## config.mk

```make
export PLATFORM = sky130hd
export DESIGN_NAME = seg_bcd_scan
export DESIGN_NICKNAME = d
export VERILOG_FILES = /design/src/rtl/seg_pkg.sv /design/src/rtl/seg_bcd_scan_bin2bcd_seq.sv /design/src/rtl/seg_bcd_scan.sv
export SDC_FILE = /design/constraint.sdc
export NUM_CORES = 1
export LEC_CHECK = 0
export BUFFER_PORTS_ARGS = -buffer_cell sky130_fd_sc_hd__buf_2
export CORE_UTILIZATION = 40
export CTS_BUF_LIST = sky130_fd_sc_hd__clkbuf_2 sky130_fd_sc_hd__clkbuf_4 sky130_fd_sc_hd__clkbuf_8
export DETAILED_ROUTE_END_ITERATION = 6
export PLACE_DENSITY = 0.57
export SLEW_MARGIN = 30
export SYNTH_ARGS = -nofsm -noshare
export SYNTH_HDL_FRONTEND = slang
export SYNTH_HIERARCHICAL = 1
export SYNTH_SLANG_ARGS = --single-unit
```

## constraint.sdc

```tcl
create_clock -name s_clk -period 5.17 [get_ports s_clk]
set_clock_uncertainty 0.2 [all_clocks]
set_input_delay 1.2925 -clock s_clk [delete_from_list [all_inputs] [get_ports s_clk]]
set_output_delay 1.2925 -clock s_clk [all_outputs]
set_load 0.01 [all_outputs]
```

## src/rtl/seg_pkg.sv

```systemverilog
// Segment patterns and BCD helpers shared by the display scanner.
// Patterns are active-low {a,b,c,d,e,f,g,dp}; dp bit is 1 (off) in every pattern.
package seg_pkg;

  localparam logic [7:0] SEG_0     = 8'h03;
  localparam logic [7:0] SEG_1     = 8'h9F;
  localparam logic [7:0] SEG_2     = 8'h25;
  localparam logic [7:0] SEG_3     = 8'h0D;
  localparam logic [7:0] SEG_4     = 8'h99;
  localparam logic [7:0] SEG_5     = 8'h49;
  localparam logic [7:0] SEG_6     = 8'h41;
  localparam logic [7:0] SEG_7     = 8'h1F;
  localparam logic [7:0] SEG_8     = 8'h01;
  localparam logic [7:0] SEG_9     = 8'h09;
  localparam logic [7:0] SEG_BLANK = 8'hFF;
  localparam logic [7:0] SEG_DASH  = 8'hFD;
  localparam logic [3:0] BCD_BLANK = 4'hA;

  function automatic logic [7:0] seg_of(input logic [3:0] d);
    logic [7:0] s;
    case (d)
      4'd0:    s = SEG_0;
      4'd1:    s = SEG_1;
      4'd2:    s = SEG_2;
      4'd3:    s = SEG_3;
      4'd4:    s = SEG_4;
      4'd5:    s = SEG_5;
      4'd6:    s = SEG_6;
      4'd7:    s = SEG_7;
      4'd8:    s = SEG_8;
      4'd9:    s = SEG_9;
      default: s = SEG_BLANK;
    endcase
    return s;
  endfunction

endpackage

```

## src/rtl/seg_bcd_scan_bin2bcd_seq.sv

```systemverilog
// Sequential shift-add-3 binary to BCD converter, one shift per clock.
// bcd/ovf are result registers: they only change on the cycle done is raised.
module bin2bcd_seq
  import seg_pkg::*;
#(
  parameter int DATA_W = 12,
  parameter int DIGITS = 4
) (
  input  logic                  s_clk,
  input  logic                  s_rst_n,
  input  logic                  load,
  input  logic [DATA_W-1:0]     bin_in,
  output logic                  busy,
  output logic                  done,
  output logic [DIGITS*4-1:0]   bcd,
  output logic                  ovf
);

  localparam int SR_W  = DIGITS*4 + DATA_W;
  localparam int CNT_W = $clog2(DATA_W + 1);

  logic [SR_W-1:0]     sr_q, sr_d, adj_s;
  logic [CNT_W-1:0]    cnt_q, cnt_d;
  logic                busy_q, busy_d, done_q, done_d;
  logic                ovf_acc_q, ovf_acc_d, ovf_q, ovf_d;
  logic [DIGITS*4-1:0] bcd_q, bcd_d;

  // add-3 correction of every BCD nibble ahead of the shift
  always_comb begin
    adj_s = sr_q;
    for (int i = 0; i < DIGITS; i++) begin
      if (sr_q[DATA_W+4*i +: 4] >= 4'd5) begin
        adj_s[DATA_W+4*i +: 4] = sr_q[DATA_W+4*i +: 4] + 4'd3;
      end else begin
        adj_s[DATA_W+4*i +: 4] = sr_q[DATA_W+4*i +: 4];
      end
    end
  end

  // a new load always restarts; finishing is judged on the old state so both can coincide
  always_comb begin
    sr_d      = sr_q;
    cnt_d     = cnt_q;
    busy_d    = busy_q;
    ovf_acc_d = ovf_acc_q;
    bcd_d     = bcd_q;
    ovf_d     = ovf_q;
    if (load) begin
      sr_d      = {{(DIGITS*4){1'b0}}, bin_in};
      cnt_d     = CNT_W'(DATA_W);
      busy_d    = 1'b1;
      ovf_acc_d = 1'b0;
    end else if (busy_q && (cnt_q != '0)) begin
      sr_d      = {adj_s[SR_W-2:0], 1'b0};
      cnt_d     = cnt_q - CNT_W'(1);
      ovf_acc_d = ovf_acc_q | adj_s[SR_W-1];
    end else begin
      busy_d    = 1'b0;
    end
    if (busy_q && (cnt_q == '0)) begin
      done_d = 1'b1;
      bcd_d  = sr_q[SR_W-1 -: DIGITS*4];
      ovf_d  = ovf_acc_q;
    end else begin
      done_d = 1'b0;
    end
  end

  // converter state and result registers
  always_ff @(posedge s_clk or negedge s_rst_n) begin
    if (!s_rst_n) begin
      sr_q      <= '0;
      cnt_q     <= '0;
      busy_q    <= 1'b0;
      done_q    <= 1'b0;
      ovf_acc_q <= 1'b0;
      ovf_q     <= 1'b0;
      bcd_q     <= {DIGITS{BCD_BLANK}};
    end else begin
      sr_q      <= sr_d;
      cnt_q     <= cnt_d;
      busy_q    <= busy_d;
      done_q    <= done_d;
      ovf_acc_q <= ovf_acc_d;
      ovf_q     <= ovf_d;
      bcd_q     <= bcd_d;
    end
  end

  assign busy = busy_q;
  assign done = done_q;
  assign bcd  = bcd_q;
  assign ovf  = ovf_q;

endmodule

```

## src/rtl/seg_bcd_scan.sv

```systemverilog
// Binary-to-7-segment display: BCD conversion, optional leading-zero blanking
// (build macro SEG_LZB_EN) and common-anode digit scanning. Digit 0 is the most significant.
module seg_bcd_scan
  import seg_pkg::*;
#(
  parameter int DATA_W   = 12,
  parameter int DIGITS   = 4,
  parameter int SCAN_DIV = 100000
) (
  input  logic                       s_clk,
  input  logic                       s_rst_n,
  input  logic                       load,
  input  logic [DATA_W-1:0]          bin_in,
  input  logic                       dp_en,
  input  logic [$clog2(DIGITS)-1:0]  dp_pos,
  output logic                       busy,
  output logic                       done,
  output logic                       ovf,
  output logic [DIGITS-1:0]          seg_cs_n,
  output logic [7:0]                 seg_data
);

  localparam int IDX_W = $clog2(DIGITS);
  localparam int TCK_W = $clog2(SCAN_DIV);

  logic [DIGITS*4-1:0] bcd_s;
  logic                ovf_s;
  logic [3:0]          dig_s [DIGITS];
  logic [7:0]          pat_s;
  logic [TCK_W-1:0]    tick_q, tick_d;
  logic [IDX_W-1:0]    idx_q, idx_d;
  logic [DIGITS-1:0]   cs_q;
  logic [7:0]          seg_q;

  bin2bcd_seq #(
    .DATA_W (DATA_W),
    .DIGITS (DIGITS)
  ) u_conv (
    .s_clk   (s_clk),
    .s_rst_n (s_rst_n),
    .load    (load),
    .bin_in  (bin_in),
    .busy    (busy),
    .done    (done),
    .bcd     (bcd_s),
    .ovf     (ovf_s)
  );

`ifdef SEG_LZB_EN
  logic lead_s;

  // blank leading zeros, never the last digit nor the digit carrying the dp
  always_comb begin
    lead_s = 1'b1;
    for (int i = 0; i < DIGITS; i++) begin
      if (lead_s && (i < DIGITS-1) && (bcd_s[(DIGITS-1-i)*4 +: 4] == 4'd0) &&
          !(dp_en && (dp_pos == IDX_W'(i)))) begin
        dig_s[i] = BCD_BLANK;
      end else begin
        lead_s   = 1'b0;
        dig_s[i] = bcd_s[(DIGITS-1-i)*4 +: 4];
      end
    end
  end
`else
  // every digit shown as converted
  always_comb begin
    for (int i = 0; i < DIGITS; i++) begin
      dig_s[i] = bcd_s[(DIGITS-1-i)*4 +: 4];
    end
  end
`endif

  // segment pattern of the digit selected this cycle
  always_comb begin
    if (ovf_s) begin
      pat_s = SEG_DASH;
    end else if (dp_en && (dp_pos == idx_q)) begin
      pat_s = seg_of(dig_s[idx_q]) & 8'hFE;
    end else begin
      pat_s = seg_of(dig_s[idx_q]);
    end
  end

  // free-running scan tick and digit index
  always_comb begin
    if (tick_q == TCK_W'(SCAN_DIV-1)) begin
      tick_d = '0;
      idx_d  = (idx_q == IDX_W'(DIGITS-1)) ? '0 : idx_q + IDX_W'(1);
    end else begin
      tick_d = tick_q + TCK_W'(1);
      idx_d  = idx_q;
    end
  end

  // scan state and pin registers, select and pattern taken from the same index
  always_ff @(posedge s_clk or negedge s_rst_n) begin
    if (!s_rst_n) begin
      tick_q <= '0;
      idx_q  <= '0;
      cs_q   <= '1;
      seg_q  <= SEG_BLANK;
    end else begin
      tick_q <= tick_d;
      idx_q  <= idx_d;
      cs_q   <= ~(DIGITS'(1) << idx_q);
      seg_q  <= pat_s;
    end
  end

  assign ovf      = ovf_s;
  assign seg_cs_n = cs_q;
  assign seg_data = seg_q;

endmodule

```

Word-level counts from Yosys, hierarchy flattened --
Memory sizes are Yosys's and may differ from the RTL's. Cells that the tools add are included.
Word-level totals: bits of input ports 18, output and inout port bits 15, flip-flop bits (word level) 83, memory bits (read-only) 224, memories kept 2
Operators by class: add/sub/neg operators 7, shift-type cells 1, bitwise gates (word level) 3, muxes and demuxes 20, reductions and logical operators 6, $lt $le $gt $ge 5, equal/unequal tests 4
Memory list:
- (name not given) | depth 16, width 7, rd ports 1, clocked after memory_dff 0, wr ports 0, line seg_pkg.sv:21 | case (d)
- (name not given) | depth 16, width 7, rd ports 1, clocked after memory_dff 0, wr ports 0, line seg_pkg.sv:21
Operator list (count):
- 28-bit 2-to-1 mux | 2
- 4-bit 2-to-1 mux | 8
- 17-bit by 1-bit adder with 17-bit output, second input constant | 1
- 17-bit equality test, second input constant | 1
- 17-bit 2-to-1 mux | 1
- 4-bit by 2-bit adder with 4-bit output, second input constant | 4
- 4-bit by 3-bit >= comparator with 1-bit output, second input constant | 4
- 8-bit 2-to-1 mux | 2
- 4-bit binary-select mux with 2-bit select | 1
- 1-bit 2-to-1 mux | 5
- 4-bit zero test | 1
- 4-bit inverter | 1
- 4-bit nonzero test | 1
- 1-bit by 2-bit left shift with 4-bit output, first input constant | 1
- 4-bit by 1-bit subtractor with 4-bit output, second input constant | 1
- 3-bit >= comparator, second input constant | 1
- 1-bit logical AND | 3
- 2-bit inverter with 3-bit output | 1
- 2-bit by 1-bit adder with 2-bit output, second input constant | 1
- 2-bit equality test | 1
- 2-bit equality test, second input constant | 1
- 2-bit 2-to-1 mux | 1
- 2-bit inequality test, second input constant | 1
- 2-bit nonzero test | 1
- 1-bit bitwise OR | 1

Depth between registers and ports, before layout --
An unclocked memory read counts as a cell.
word-level depth 7, gate-level depth with buffers 8, gate-level depth less buffers 7

Modules after synthesis --
Netlist, hierarchy kept.
By module, submodules not included:
- bin2bcd_seq | seq. area each 1311.3 um^2, area each 2523.7 um^2, instances 1, cells each 225
- seg_bcd_scan | seq. area each 790.8 um^2, area each 1677.9 um^2, instances 1, cells each 149

Worst setup path before layout --
OpenSTA, ideal clock, no wires.
path kind input to register, start point input load, end point register u_conv.sr_q[26], path slack 2.866 ns, data required time 4.852 ns, cell stages on the path 4, buffers on the path 2, arrival time 1.985 ns, cell sequence clkbuf_1 > clkbuf_1 > nor3b_1 > a21o_1
Between the ends: cells in the longest elaborated chain, start to end 1, elaborated cells on any way between the ends 2
RTL lines:
- start, declared | line seg_bcd_scan.sv:12 | input logic load,
- 28-bit 2-to-1 mux / 2-bit nonzero test (equally long branches)
- end signal, assigned | line seg_bcd_scan_bin2bcd_seq.sv:80 | sr_q <= sr_d;
- end, declared | line seg_bcd_scan_bin2bcd_seq.sv:22 | logic [SR_W-1:0] sr_q, sr_d, adj_s;
Several ways; a longest one is shown, not always the timed one. A chain may end at the register's enable or synchronous reset.

Final worst setup path --
start point register u_conv.ovf_q, in the netlist u_conv/ovf, end point output ovf
RTL lines:
- start, declared | line seg_bcd_scan_bin2bcd_seq.sv:25 | logic ovf_acc_q, ovf_acc_d, ovf_q, ovf_d;
- start signal, assigned | line seg_bcd_scan_bin2bcd_seq.sv:85 | ovf_q <= ovf_d;
- end, declared | line seg_bcd_scan.sv:18 | output logic ovf,
No word-level cell between the ends.

==> out/results.ini <==
[pwr]
p_comb_share_pct=10.9
internal_power_mw=0.989
p_clk_share_pct=34.9
powerDensity_nw_per_um2=289
leakage_nw=2.18
switching_share_pct=26.2
peakVddDrop_mv=0.112
sequentialPowerShare_pct=54.3
p_sw_mw=0.351

[route]
wire_per_inst_um=13.6
drtIter0Drc=197
routed-via-count=2716
vias_per_cell=5.00
drcViolationCount=0
first_pass_iters=4
ant_nets=0
routed_wl_um=7380

[sta]
fin_crit_sh_pct=49.5
maxSlewHeadroom_pct=38.5
slew_viol_final=0
rsz0062_at_grt=no
tightest_slew_ns=0.920
period_needed_ns=2.56
finalHoldViolCount=0
setup_viol=0
max_freq_ghz=0.390
finalSetupTns_ns=0

[clock_network]
post-cts-setup-buffers=0
clkTransAtPathRegs_ns=0.08
cts_resized=0
cts_max_level=3
clk_latency_ns=0.34
cts_tree=done
cts_max_path_buffers=2
cts_hold_buf=0
clockRootBuffer=clkbuf_8
cts_made_buffers=9
cts.sinks=83

[floorplanning]
fp.dieW_um=104
core_area_sq_um=10200
die_area_sq_um=10900
die_height_um=104
start_util_pct=41.1
pin_count=33
num_rows=37

[min_path]
hold_end=tick_q[4]
hold_path_class=reg2reg
holdPathStages=1
worstHoldStart=tick_q[4]

[place]
routabilityCongestion=0.716
dpl.cell_count=527
port_buffers=32
place_hpwl_um=4800

[final_layout]
layout-drive-gt1-share_pct=24.1
n_antenna_cell=0
final_nets=441
area_growth_pct=10.2
instances_no_fill=543
finish.utilization_pct=45.3
fillers=943

[global_route]
use_met1_pct=20.8
grt_pass1_wl_um=12800
use_met3_pct=3.88
grt_max_degree=84
track_usage_pct=14.9
antenna_found_initial=0
grt_pass1_vias=2599
grt_overflow_total=0
grtUsageMet2_pct=22.2
top_usage_layer=met2

[setup_path]
timing.rr.start=idx_q[0]
path_cells=buf_2
reg2reg_slack_ns=2.81
worstSetupEndpointType=primary output
cp.depth=1
cp_data_arrival_time_ns=1.07
startpoint=u_conv/ovf
reg2reg_depth=7
critPathBufInv=1
crit_fanout=6
slowest_stage=dfrtp_1
path_delay_family=flip-flops
cp.required_ns=3.68
critPathKind=reg2out
cp_slowest_stage_delay_ns=0.53
startpoint_type=register
r2r-end=seg_data[3]

[logic_synthesis]
syn_inst=374
synthFlopType=dfrtp_1
synth_edf_count=0
synth_cell_types=46
yosysSeqAreaShare_pct=50.0
synth_area_per_cell_sq_um=11.2
syn_nets=413
async_flop_share_pct=100
synth-seq-cells=83
synth_area_sq_um=4200
ys_warn_count=6

[run]
cap_violations=0

[status]
status=finished clean

==> synth_stat cells, drive strengths merged (5+ instances only) <==
cell    number  area share [%]
mux2i       17             4.0
mux2        19             5.1
clkbuf       7            0.63
ha          21             6.3
dfrtp       63              38
nand2b       8             1.2
nor2        26             2.7
nand2       29             2.6
nor3b       10             1.9
xnor2       14             2.9
o21ai       29             3.5
a21oi       14             1.7
nand3        9             1.1
inv         23             2.1
buf          9             2.0
a211oi       5             1.1
a21o        13             2.3
dfstp       20              13
==> layout make-up <==
cell class / instances / area [sq um] / share of cell area, %
Clock buffer: 10 / 131 / 2.84
Clock inverter: 6 / 66.3 / 1.43
Inverter: 23 / 86.3 / 1.86
Multi-Input combinational cell: 252 / 1900 / 41.1
Sequential cell: 83 / 2100 / 45.4
Tap cell: 136 / 170 / 3.67
Timing Repair Buffer: 33 / 174 / 3.75
==> kinds of logic (layout without fill, tap and decap cells) <==
kind of cell	after synthesis	count (layout)	synth area share [%]
and+or+nand+nor	104	104	13.5
DFF	83	83	50.0
AOI/OAI and AO/OA	69	69	10.4
muxes	40	40	11.4
buffers and inverters	39	72	4.71
adders and majority gates	21	21	6.25
xor gates and xnor gates	18	18	3.75
==> placed cells by master, fill, tap and decap left out, types with 8 or more instances in the layout <==
master,instances
a21o_1,13
nand3_1,9
o21ai_0,25
nor2_1,24
dfrtp_1,63
mux2i_1,17
a21oi_1,14
buf_2,31
dfstp_2,20
nand2b_1,8
xnor2_1,14
clkbuf_8,9
ha_1,21
nand2_1,29
mux2_2,17
inv_1,23
nor3b_1,9
==> state kept, by name (all words and copies together), names as in the netlist <==
name,cells
idx_q,2
seg_cs_n,4
seg_data,8
tick_q,17
u_conv/bcd,16
u_conv/busy,1
u_conv/cnt_q,4
u_conv/done,1
u_conv/ovf,1
u_conv/ovf_acc_q,1
u_conv/sr_q,28
==> power groups by stage <==
stage / Combinational, mW / Sequential (mW) / Clock [mW]
3_3_place_gp: 0.143 / 0.738 / 0
4_1_cts: 0.148 / 0.728 / 0.486
6_report: 0.146 / 0.727 / 0.467
2_1_floorplan: 0.107 / 0.732 / 0
3_5_place_dp: 0.148 / 0.740 / 0
5_1_grt: 0.167 / 0.734 / 0.519
==> how the worst max path moves through the flow <==
| stage | to | slack, ns |
|---|---|---|
| final | ovf | 2.61 |
| after CTS | ovf | 2.57 |
| after global routing | ovf | 2.52 |
| after global placement | u_conv/sr_q[26] | 2.50 |
| after floorplan | u_conv/sr_q[26] | 2.87 |
| after detailed placement | u_conv/sr_q[26] | 2.43 |
==> layer usage <==
layer,part of all wire [%],up-vias
met2,46,35
li1,-,1353
met5,0,-
met1,51,1326
met3,2.3,2
met4,0.50,0
==> worst reg2reg max path, delay by kind of cell, from the launching register on <==
kind / cells / cell delay (ns)
AO/OA/AOI/OAI: 3 / 0.35
adder cells (fa/ha/maj): 1 / 0.20
buffers and inverters: 2 / 0.24
flip-flops: 1 / 0.61
multiplexers: 1 / 0.69
==> through the flow <==
stage          setup WS, ns  area [sq um]  power (mW)  hold WS [ns]
2_1_floorplan          2.87          4200       0.839         0.250
3_3_place_gp           2.50          4430       0.882         0.279
3_5_place_dp           2.43          4430       0.888         0.285
4_1_cts                2.57          4630        1.36         0.305
5_1_grt                2.52          4630        1.42         0.328
6_report               2.61          4630        1.34         0.297
Power figures use the tool's default switching activity.
